File: src/rtl/smem_line_packer_if.sv
// Result-entry input and packed-line output bundle
// shared by smem_line_packer and its neighbours.
interface smem_line_packer_if #(
   parameter int DATA_WIDTH = 64,
   parameter int LINE_WIDTH = 512,
   parameter int SEQ_WIDTH  = 16
);
   localparam int ENTRIES = LINE_WIDTH / DATA_WIDTH;
   localparam int CW      = $clog2(ENTRIES) + 1;

   logic [DATA_WIDTH-1:0] In_data;
   logic                  In_last;
   logic                  In_valid;
   logic                  Stall_out;
   logic [LINE_WIDTH-1:0] Line_out;
   logic [CW-1:0]         Line_count;
   logic [SEQ_WIDTH-1:0]  Line_seq;
   logic                  Line_valid;
   logic                  Line_ready;
   logic                  Overflow_err;

   modport master (
      output In_data, In_last, In_valid, Line_ready,
      input  Stall_out, Line_out, Line_count,
      input  Line_seq, Line_valid, Overflow_err
   );

   modport slave (
      input  In_data, In_last, In_valid, Line_ready,
      output Stall_out, Line_out, Line_count,
      output Line_seq, Line_valid, Overflow_err
   );
endinterface

File: src/rtl/smem_line_packer.sv
// Packs FIFO result entries into wide lines with an
// assembly stage and a backpressured hold stage.
module smem_line_packer #(
   parameter int DATA_WIDTH = 64,
   parameter int LINE_WIDTH = 512,
   parameter int SEQ_WIDTH  = 16
) (
   input logic                Clk,
   input logic                Reset_n,
   smem_line_packer_if.slave  bus
);
   localparam int ENTRIES = LINE_WIDTH / DATA_WIDTH;
   localparam int IW      = $clog2(ENTRIES);
   localparam int CW      = IW + 1;
   localparam logic [CW-1:0] FULL_CNT  = CW'(ENTRIES);
   localparam logic [CW-1:0] LAST_SLOT = CW'(ENTRIES - 1);

   logic [ENTRIES-1:0][DATA_WIDTH-1:0] asm_data_q, asm_data_d;
   logic [CW-1:0]         asm_count_q, asm_count_d;
   logic                  asm_full_q, asm_full_d;
   logic                  hold_valid_q, hold_valid_d;
   logic [LINE_WIDTH-1:0] line_out_q, line_out_d;
   logic [CW-1:0]         line_count_q, line_count_d;
   logic [SEQ_WIDTH-1:0]  line_seq_q, line_seq_d;
   logic [SEQ_WIDTH-1:0]  seq_q, seq_d;
   logic                  ovf_q, ovf_d;
   logic                  transfer;
   logic                  accept;
   logic [CW-1:0]         base;

   // Next state: assembly fill, hold refill/drain, sequence, overflow
   always_comb begin
      transfer     = asm_full_q & (~hold_valid_q | bus.Line_ready);
      accept       = bus.In_valid & (~asm_full_q | transfer);
      base         = transfer ? '0 : asm_count_q;
      asm_data_d   = transfer ? '0 : asm_data_q;
      asm_count_d  = base;
      asm_full_d   = asm_full_q & ~transfer;
      if (accept) begin
         asm_data_d[base[IW-1:0]] = bus.In_data;
         asm_count_d = base + CW'(1);
         asm_full_d  = (asm_count_d == FULL_CNT) | bus.In_last;
      end
      ovf_d        = ovf_q | (bus.In_valid & ~accept);
      hold_valid_d = hold_valid_q & ~bus.Line_ready;
      line_out_d   = line_out_q;
      line_count_d = line_count_q;
      line_seq_d   = line_seq_q;
      seq_d        = seq_q;
      if (transfer) begin
         hold_valid_d = 1'b1;
         line_out_d   = asm_data_q;
         line_count_d = asm_count_q;
         line_seq_d   = seq_q;
         seq_d        = seq_q + SEQ_WIDTH'(1);
      end
   end

   // State registers with synchronous active-low reset
   always_ff @(posedge Clk) begin
      if (!Reset_n) begin
         asm_data_q   <= '0;
         asm_count_q  <= '0;
         asm_full_q   <= 1'b0;
         hold_valid_q <= 1'b0;
         line_out_q   <= '0;
         line_count_q <= '0;
         line_seq_q   <= '0;
         seq_q        <= '0;
         ovf_q        <= 1'b0;
      end else begin
         asm_data_q   <= asm_data_d;
         asm_count_q  <= asm_count_d;
         asm_full_q   <= asm_full_d;
         hold_valid_q <= hold_valid_d;
         line_out_q   <= line_out_d;
         line_count_q <= line_count_d;
         line_seq_q   <= line_seq_d;
         seq_q        <= seq_d;
         ovf_q        <= ovf_d;
      end
   end

   assign bus.Stall_out = hold_valid_q & ~bus.Line_ready &
                          (asm_full_q | (bus.In_valid &
                          ((asm_count_q == LAST_SLOT) | bus.In_last)));
   assign bus.Line_out     = line_out_q;
   assign bus.Line_count   = line_count_q;
   assign bus.Line_seq     = line_seq_q;
   assign bus.Line_valid   = hold_valid_q;
   assign bus.Overflow_err = ovf_q;
endmodule

File: src/flat_wrapper.sv
// flat-port wrapper written by rule: the top's interface ports become plain ports
module smem_line_packer_flat 
#(
   parameter int DATA_WIDTH = 64,
   parameter int LINE_WIDTH = 512,
   parameter int SEQ_WIDTH  = 16
)
  (Clk, Reset_n, bus_In_data, bus_In_last, bus_In_valid, bus_Line_ready, bus_Stall_out, bus_Line_out, bus_Line_count, bus_Line_seq, bus_Line_valid, bus_Overflow_err);
  smem_line_packer_if #(.DATA_WIDTH(DATA_WIDTH), .LINE_WIDTH(LINE_WIDTH), .SEQ_WIDTH(SEQ_WIDTH)) bus_i ();
  input logic Clk;
  input logic Reset_n;
  input wire logic [$bits(bus_i.In_data)-1:0] bus_In_data;
  input wire logic [$bits(bus_i.In_last)-1:0] bus_In_last;
  input wire logic [$bits(bus_i.In_valid)-1:0] bus_In_valid;
  input wire logic [$bits(bus_i.Line_ready)-1:0] bus_Line_ready;
  output wire logic [$bits(bus_i.Stall_out)-1:0] bus_Stall_out;
  output wire logic [$bits(bus_i.Line_out)-1:0] bus_Line_out;
  output wire logic [$bits(bus_i.Line_count)-1:0] bus_Line_count;
  output wire logic [$bits(bus_i.Line_seq)-1:0] bus_Line_seq;
  output wire logic [$bits(bus_i.Line_valid)-1:0] bus_Line_valid;
  output wire logic [$bits(bus_i.Overflow_err)-1:0] bus_Overflow_err;
  assign bus_i.In_data = bus_In_data;
  assign bus_i.In_last = bus_In_last;
  assign bus_i.In_valid = bus_In_valid;
  assign bus_i.Line_ready = bus_Line_ready;
  assign bus_Stall_out = bus_i.Stall_out;
  assign bus_Line_out = bus_i.Line_out;
  assign bus_Line_count = bus_i.Line_count;
  assign bus_Line_seq = bus_i.Line_seq;
  assign bus_Line_valid = bus_i.Line_valid;
  assign bus_Overflow_err = bus_i.Overflow_err;
  smem_line_packer #(.DATA_WIDTH(DATA_WIDTH), .LINE_WIDTH(LINE_WIDTH), .SEQ_WIDTH(SEQ_WIDTH)) u_core (.Clk(Clk), .Reset_n(Reset_n), .bus(bus_i));
endmodule
File: config.mk
export PLATFORM = sky130hd
export DESIGN_NAME = smem_line_packer_flat
export DESIGN_NICKNAME = d
export VERILOG_FILES = /design/src/rtl/smem_line_packer_if.sv /design/src/rtl/smem_line_packer.sv /design/src/flat_wrapper.sv
export SDC_FILE = /design/constraint.sdc
export NUM_CORES = 2
export LEC_CHECK = 0
export CORE_AREA = 8 8 348 350
export DETAILED_ROUTE_END_ITERATION = 8
export DIE_AREA = 0 0 356 358
export SLEW_MARGIN = 0
export SYNTH_ARGS = -nofsm -noshare
export SYNTH_HDL_FRONTEND = slang
export SYNTH_SLANG_ARGS = --single-unit
File: constraint.sdc
create_clock -name Clk -period 4.4 [get_ports Clk]
set_clock_uncertainty 0.1 [all_clocks]
set_input_delay 0.44 -clock Clk [delete_from_list [all_inputs] [get_ports Clk]]
set_output_delay 0.44 -clock Clk [all_outputs]
set_load 0.01 [all_outputs]
Word level (Yosys, flattened, before mapping)
Index checks and enable logic that the tools add are counted.

Input bits: 69. Logic and storage cells: 50. Register bits: 1067. Output and inout bits: 535.

Bitwise gates (word level): 18. Equality and inequality tests: 2. Muxes and demuxes: 9. $lt $le $gt $ge: 2. $add $sub $neg: 2. Reductions and logical operators: 1.

Operators with widths (count): two-way mux 512 bit (2); bitwise mux 512 bit (1); demux 64 bit (select 3 bit) (1); two-way mux 64 bit (1); adder 16 x 1 -> 16 bit (second input constant) (1); two-way mux 4 bit (2); AND 1 bit (7); OR 1 bit (6); NOT 1 bit (5); adder 4 x 1 -> 4 bit (second input constant) (1); equality test 4 x 3 -> 1 bit (second input constant) (1); equality test 4 bit (second input constant) (1); < comparator 3 x 4 -> 1 bit (second input constant) (1); >= comparator 3 x 1 -> 1 bit (second input constant) (1); two-way mux 1 bit (2); logical AND 1 bit (1).

Logic depth before layout (Yosys ltp)
Depth in word-level cells: 10. Gate-level depth with buffers: 8. Gate-level depth less buffers: 5.

Least setup slack after synthesis
Ideal clock, no wire load.

Path kind: register to register. Start point: reg u_core.asm_count_q[2]. End point: reg u_core.asm_data_q[185] (netlist name). Cell stages (with the launch flop): 9. Setup slack: 2.436 ns. Path buffers: 4. Library setup time: 0.143 ns. Arrival time: 1.721 ns. Clock period less this slack: 1.964 ns. Data required time: 4.157 ns. Path through: dfxtp_1 buf_6 or3b_1 buf_2 or3b_4 buf_8 buf_12 nand3_2 a21oi_2.

Cells in the longest elaborated chain, start to end: 7. Elaborated cells on any way between the ends: 8. Classes of those cells: 2 x order compare; 5 x mux; 1 x reduce/logical.

RTL lines: from (decl) (RTL line smem_line_packer.sv:19) `logic [CW-1:0] asm_count_q, asm_count_d;`; from (signal assigned) (RTL line smem_line_packer.sv:73) `asm_count_q <= asm_count_d;`; two-way mux 4 bit (*) (RTL line smem_line_packer.sv:35) `base = transfer ? '0 : asm_count_q;`; < comparator 3 x 4 -> 1 bit (implied by the code) / >= comparator 3 x 1 -> 1 bit (equally long branches) (RTL line smem_line_packer.sv:40) `asm_data_d[base[IW-1:0]] = bus.In_data;`; logical AND 1 bit (implied by the code) (RTL line smem_line_packer.sv:40); two-way mux 64 bit (implied by the code) (RTL line smem_line_packer.sv:40); demux 64 bit (select 3 bit) (*); bitwise mux 512 bit (*) (RTL line smem_line_packer.sv:40); two-way mux 512 bit (*) (RTL line smem_line_packer.sv:39) `if (accept) begin`; to (signal assigned) (RTL line smem_line_packer.sv:72) `asm_data_q <= asm_data_d;`; to (decl) (RTL line smem_line_packer.sv:18) `logic [ENTRIES-1:0][DATA_WIDTH-1:0] asm_data_q, asm_data_d;`.

Every way passes the cells marked *; elsewhere a longest branch is shown, timed or not. A chain may end at the register's enable or synchronous reset.

Worst setup path after layout
Start point: reg u_core.asm_count_q[0]. End point: out bus_Stall_out.

Cells in the longest elaborated chain, start to end: 5.

RTL lines: equality test 4 x 3 -> 1 bit (RTL line smem_line_packer.sv:86) `((asm_count_q == LAST_SLOT) | bus.In_last)));`; OR 1 bit (RTL line smem_line_packer.sv:86); AND 1 bit (RTL line smem_line_packer.sv:85) `(asm_full_q | (bus.In_valid &`; OR 1 bit (RTL line smem_line_packer.sv:85); AND 1 bit (RTL line smem_line_packer.sv:84) `assign bus.Stall_out = hold_valid_q & ~bus.Line_ready &`; to (decl) (RTL line flat_wrapper.sv:16) `output wire logic [$bits(bus_i.Stall_out)-1:0] bus_Stall_out;`.

No other way between the ends.

==> flow_summary_export.csv <==
group,metric,value,unit
logic_synthesis,ys_seq_area_share,54.9,%
route,mean_number_of_vias_per_cell,5.08,
global_route,antenna_found_initial,3,
outcome,outcome,"finished clean",
floorplanning,initial_utilization,33.7,%
global_route,grt_start_max_net_pins,193,
placed_design,dpl.hpwl,90.0,mm
route,antenna_violating_nets_remaining,0,
logic_synthesis,synth_mux_area_share,0,%
logic_synthesis,post-synth-top-count-cell,"sky130_fd_sc_hd__nand2_1",
cts,cts_resized,0,
cts,clock_tree_from_tritoncts,"done",
route,remaining_drc_errors,0,
global_route,grt_first_pass_wirelength,207,mm
worst_setup_path,worst-setup-path-type,"reg -> out",
pwr,power.leakage,15.4,nW
cts,cts_hold_repair.buffers,0,
logic_synthesis,post_synth_and_or_nand_nor_area_fraction,22.4,%
cts,clkTransAtPathRegs,0.06,ns
logic_synthesis,synth.distinct_cells,44,
logic_synthesis,main_area_contributors_after_synthesis,"sky130_fd_sc_hd__dfxtp_1 (55%), sky130_fd_sc_hd__nand2_1 (15%), sky130_fd_sc_hd__a21oi_1 (12%)",
logic_synthesis,yosys.area_share.adder,0.0322,%
pwr,powerDensity,410,mW/mm^2
timing,fin_crit_sh,77.9,%
cts,clk_buf_depth,3,
final_layout,num-nets-final,5197,
logic_synthesis,synth_compound_area_share,16.3,%
timing,min_period,3.43,ns
cts,cts.repair_timing.setup_buffer_count,0,
worst_setup_path,timing.critical_path.fanout_max,16,
final_layout,final_layout_size_suffix_gt1_share,7.17,%
cts,cts_buffers,112,
route,route.detailed.wl_per_inst,21.1,um
cts,clk_root_buffer_cell,"sky130_fd_sc_hd__clkbuf_16",
timing,setup_tns,0,ns
pwr,power.ir.vdd_worst,0.281,mV
cts,clk-insertion-delay-late,0.70,ns
logic_synthesis,register_bit_count_reported_by_yosys,1067,
worst_setup_path,required,3.86,ns
floorplanning,fp.coreArea,0.115,mm^2
pwr,power.net_switching,4.88,mW
worst_setup_path,critPathSlowestCell,"sky130_fd_sc_hd__dfxtp_1",
logic_synthesis,synth_top_family_by_area,"simple AND/OR/NAND/NOR gates",
global_route,via_count_of_the_first_global_routing_pass,31800,
logic_synthesis,synth.top_cell.area_share,54.9,%
timing,timing.final.max_slew_violations,0,
job,max-cap-violations,0,
final_layout,finish.instance_area,0.0491,mm^2
logic_synthesis,synth-edff-count,0,
floorplanning,die_width,356,um
floorplanning,die_height,358,um
pwr,clock_power_share,46.1,%
floorplanning,die_area,0.127,mm^2
placed_design,routabilityCongestion,0.790,
logic_synthesis,syn-num-nets,4907,
logic_synthesis,synth.cell_area,0.0389,mm^2
route,drt_wl_total,143,mm
hold_path,hold_path_class,"in -> reg",
floorplanning,rows,125,
timing,timing.fmax,292,MHz
worst_setup_path,cp_cell_sequence,"nand2_1 > nor3b_1 > o21ai_0 > a21oi_1 > clkdlybuf4s50_1",
worst_setup_path,worstSetupEndpointType,"output port",
worst_setup_path,critical_path_max_stage_delay,0.70,ns
timing,final-setup-viol-count,0,
route,drt_iter0_markers,3055,
pwr,netSwitchingFraction,24.2,%
timing,max-slew-margin-rel,19.4,%
pwr,internal_power,15.3,mW
cts,cts_sinks,1067,
logic_synthesis,synthDominantAreaCellType,"sky130_fd_sc_hd__dfxtp_1",
logic_synthesis,syn-mean-instance-area,8.04,um^2
route,first_pass_iters,5,
global_route,grt.overflow.total,0,
floorplanning,ios,604,
logic_synthesis,synthesis.instances,4837,
final_layout,area.growth.synth_to_final,26.4,%
global_route,grt.total_usage,21.0,%
route,routed-via-count,34200,
pwr,relative_contribution_of_sequential_cells_to_total_power,48.7,%
logic_synthesis,synth.cells.most_frequent,"sky130_fd_sc_hd__nand2_1 (1524), sky130_fd_sc_hd__dfxtp_1 (1067), sky130_fd_sc_hd__a21oi_1 (905)",
worst_setup_path,timing.critical_path.arrival,2.89,ns
worst_setup_path,critPathLaunchType,"register",
placed_design,place_area,0.0456,mm^2
logic_synthesis,synth-warning-count,0,
pwr,power.share.combinational,5.2,%
placed_design,port_buffers,603,
cts,htreeDepth,3,
timing,timing_hold_violations_final,0,
logic_synthesis,synth_async_sr_flop_share,0,%
logic_synthesis,xor_xnor_share_of_the_synthesized_area,0.180,%
timing,unrepaired_setup_endpoints_after_global_routing,"false",
timing,timing_worst_slew_pin_value,1.20,ns
logic_synthesis,synth_flop_cell,"sky130_fd_sc_hd__dfxtp_1",
[state kept, by name, indices dropped and copies added, names as in the netlist]
| signal | cells |
|---|---|
| u_core.asm_count_q | 4 |
| u_core.asm_data_q | 512 |
| u_core.asm_full_q | 1 |
| u_core.bus.Line_count | 4 |
| u_core.bus.Line_out | 512 |
| u_core.bus.Line_seq | 16 |
| u_core.bus.Line_valid | 1 |
| u_core.bus.Overflow_err | 1 |
| u_core.seq_q | 16 |
[kinds of logic after synthesis]
| group | Yosys count |
|---|---|
| compound gates | 1140 |
| xor+xnor | 8 |
| buf+inv | 551 |
| flops | 1067 |
| fa+ha+maj | 1 |
| simple gates | 2070 |
[stage by stage]
step / std cells / hold WS, ns / worst slack (ns) / util [%] / power (mW)
2_1_floorplan: 4837 / 0.332 / 2.44 / - / 10.7
3_3_place_gp: 6537 / 0.336 / 1.37 / 39.5 / 11.1
3_5_place_dp: 6537 / 0.341 / 1.34 / 39.5 / 11.1
4_1_cts: 6739 / 0.118 / 0.892 / 42.6 / 20.4
5_1_grt: 6740 / 0.190 / 0.757 / 42.6 / 20.8
6_report: 6740 / 0.188 / 0.974 / 42.6 / 20.2
[area by class of cell]
class | count | area [um^2]
flip-flops and latches | 1067 | 21400
well taps | 1524 | 1910
clock inverters | 39 | 368
diodes | 1 | 2.50
repair buffers | 660 | 6790
fillers | 11600 | 66300
clock buffers | 163 | 3200
inverters | 67 | 259
multi-input cells | 3219 | 15200
[per-layer routing]
layer,up-vias,GRT usage [%],share of wire [%]
met2,1034,35.5,48
met3,240,3.76,5.9
met4,0,9.20,4.2
li1,16600,-,-
met5,-,0,0
met1,16400,26.2,41
[critical path: cells and delay by family, from the launching register on]
kind                   cells  cell delay (ns)
buffers and inverters      1             0.62
AND/OR/NAND/NOR            2             0.54
flip-flops                 1             0.70
AO/OA/AOI/OAI              2             0.33
[power groups by stage]
stage	Clock [mW]	Combinational, mW	Sequential [mW]
final	9.28	1.05	9.82
after global routing	9.90	1.13	9.82
after CTS	9.51	1.07	9.82
after detailed placement	0	1.06	10.0
after global placement	0	1.06	10.0
after floorplan	0	0.639	10.0
[path summary, 6_finish.rpt]
check / start / end / slack [ns] / cells after the start
min: bus_In_valid / u_core.asm_count_q[1] / 0.19 / 3
max reg2reg: u_core.asm_count_q[0] / u_core.asm_data_q[15] / 1.55 / 6
max: u_core.asm_count_q[0] / bus_Stall_out / 0.97 / 5
min reg2reg: u_core.asm_data_q[62] / u_core.bus.Line_out[62] / 0.34 / 2
[cells in the final DEF (no fill, tap or decap), types with 4 or more instances in the layout]
cell type	Yosys	final
sky130_fd_sc_hd__nand2_1	1524	1521
sky130_fd_sc_hd__bufinv_16	0	4
sky130_fd_sc_hd__clkinv_2	0	20
sky130_fd_sc_hd__nand3_2	60	60
sky130_fd_sc_hd__a221oi_1	64	64
sky130_fd_sc_hd__buf_12	6	26
sky130_fd_sc_hd__o21ai_0	9	8
sky130_fd_sc_hd__clkbuf_8	0	21
sky130_fd_sc_hd__clkbuf_1	294	30
sky130_fd_sc_hd__a21oi_2	60	60
sky130_fd_sc_hd__inv_1	66	66
sky130_fd_sc_hd__clkdlybuf4s50_1	0	602
sky130_fd_sc_hd__nor2_1	110	106
sky130_fd_sc_hd__clkbuf_16	0	112
sky130_fd_sc_hd__a22oi_1	32	32
sky130_fd_sc_hd__nand4_1	8	8
sky130_fd_sc_hd__xnor2_1	5	5
sky130_fd_sc_hd__clkinvlp_4	0	5
sky130_fd_sc_hd__inv_6	0	6
sky130_fd_sc_hd__o31ai_1	4	4
sky130_fd_sc_hd__nor2_4	0	6
sky130_fd_sc_hd__a21oi_1	905	905
sky130_fd_sc_hd__dfxtp_1	1067	1066
sky130_fd_sc_hd__buf_4	5	32
sky130_fd_sc_hd__nand3_1	328	328
sky130_fd_sc_hd__or3_1	8	7
sky130_fd_sc_hd__a31oi_1	64	64
Power figures use the tool's default switching activity.
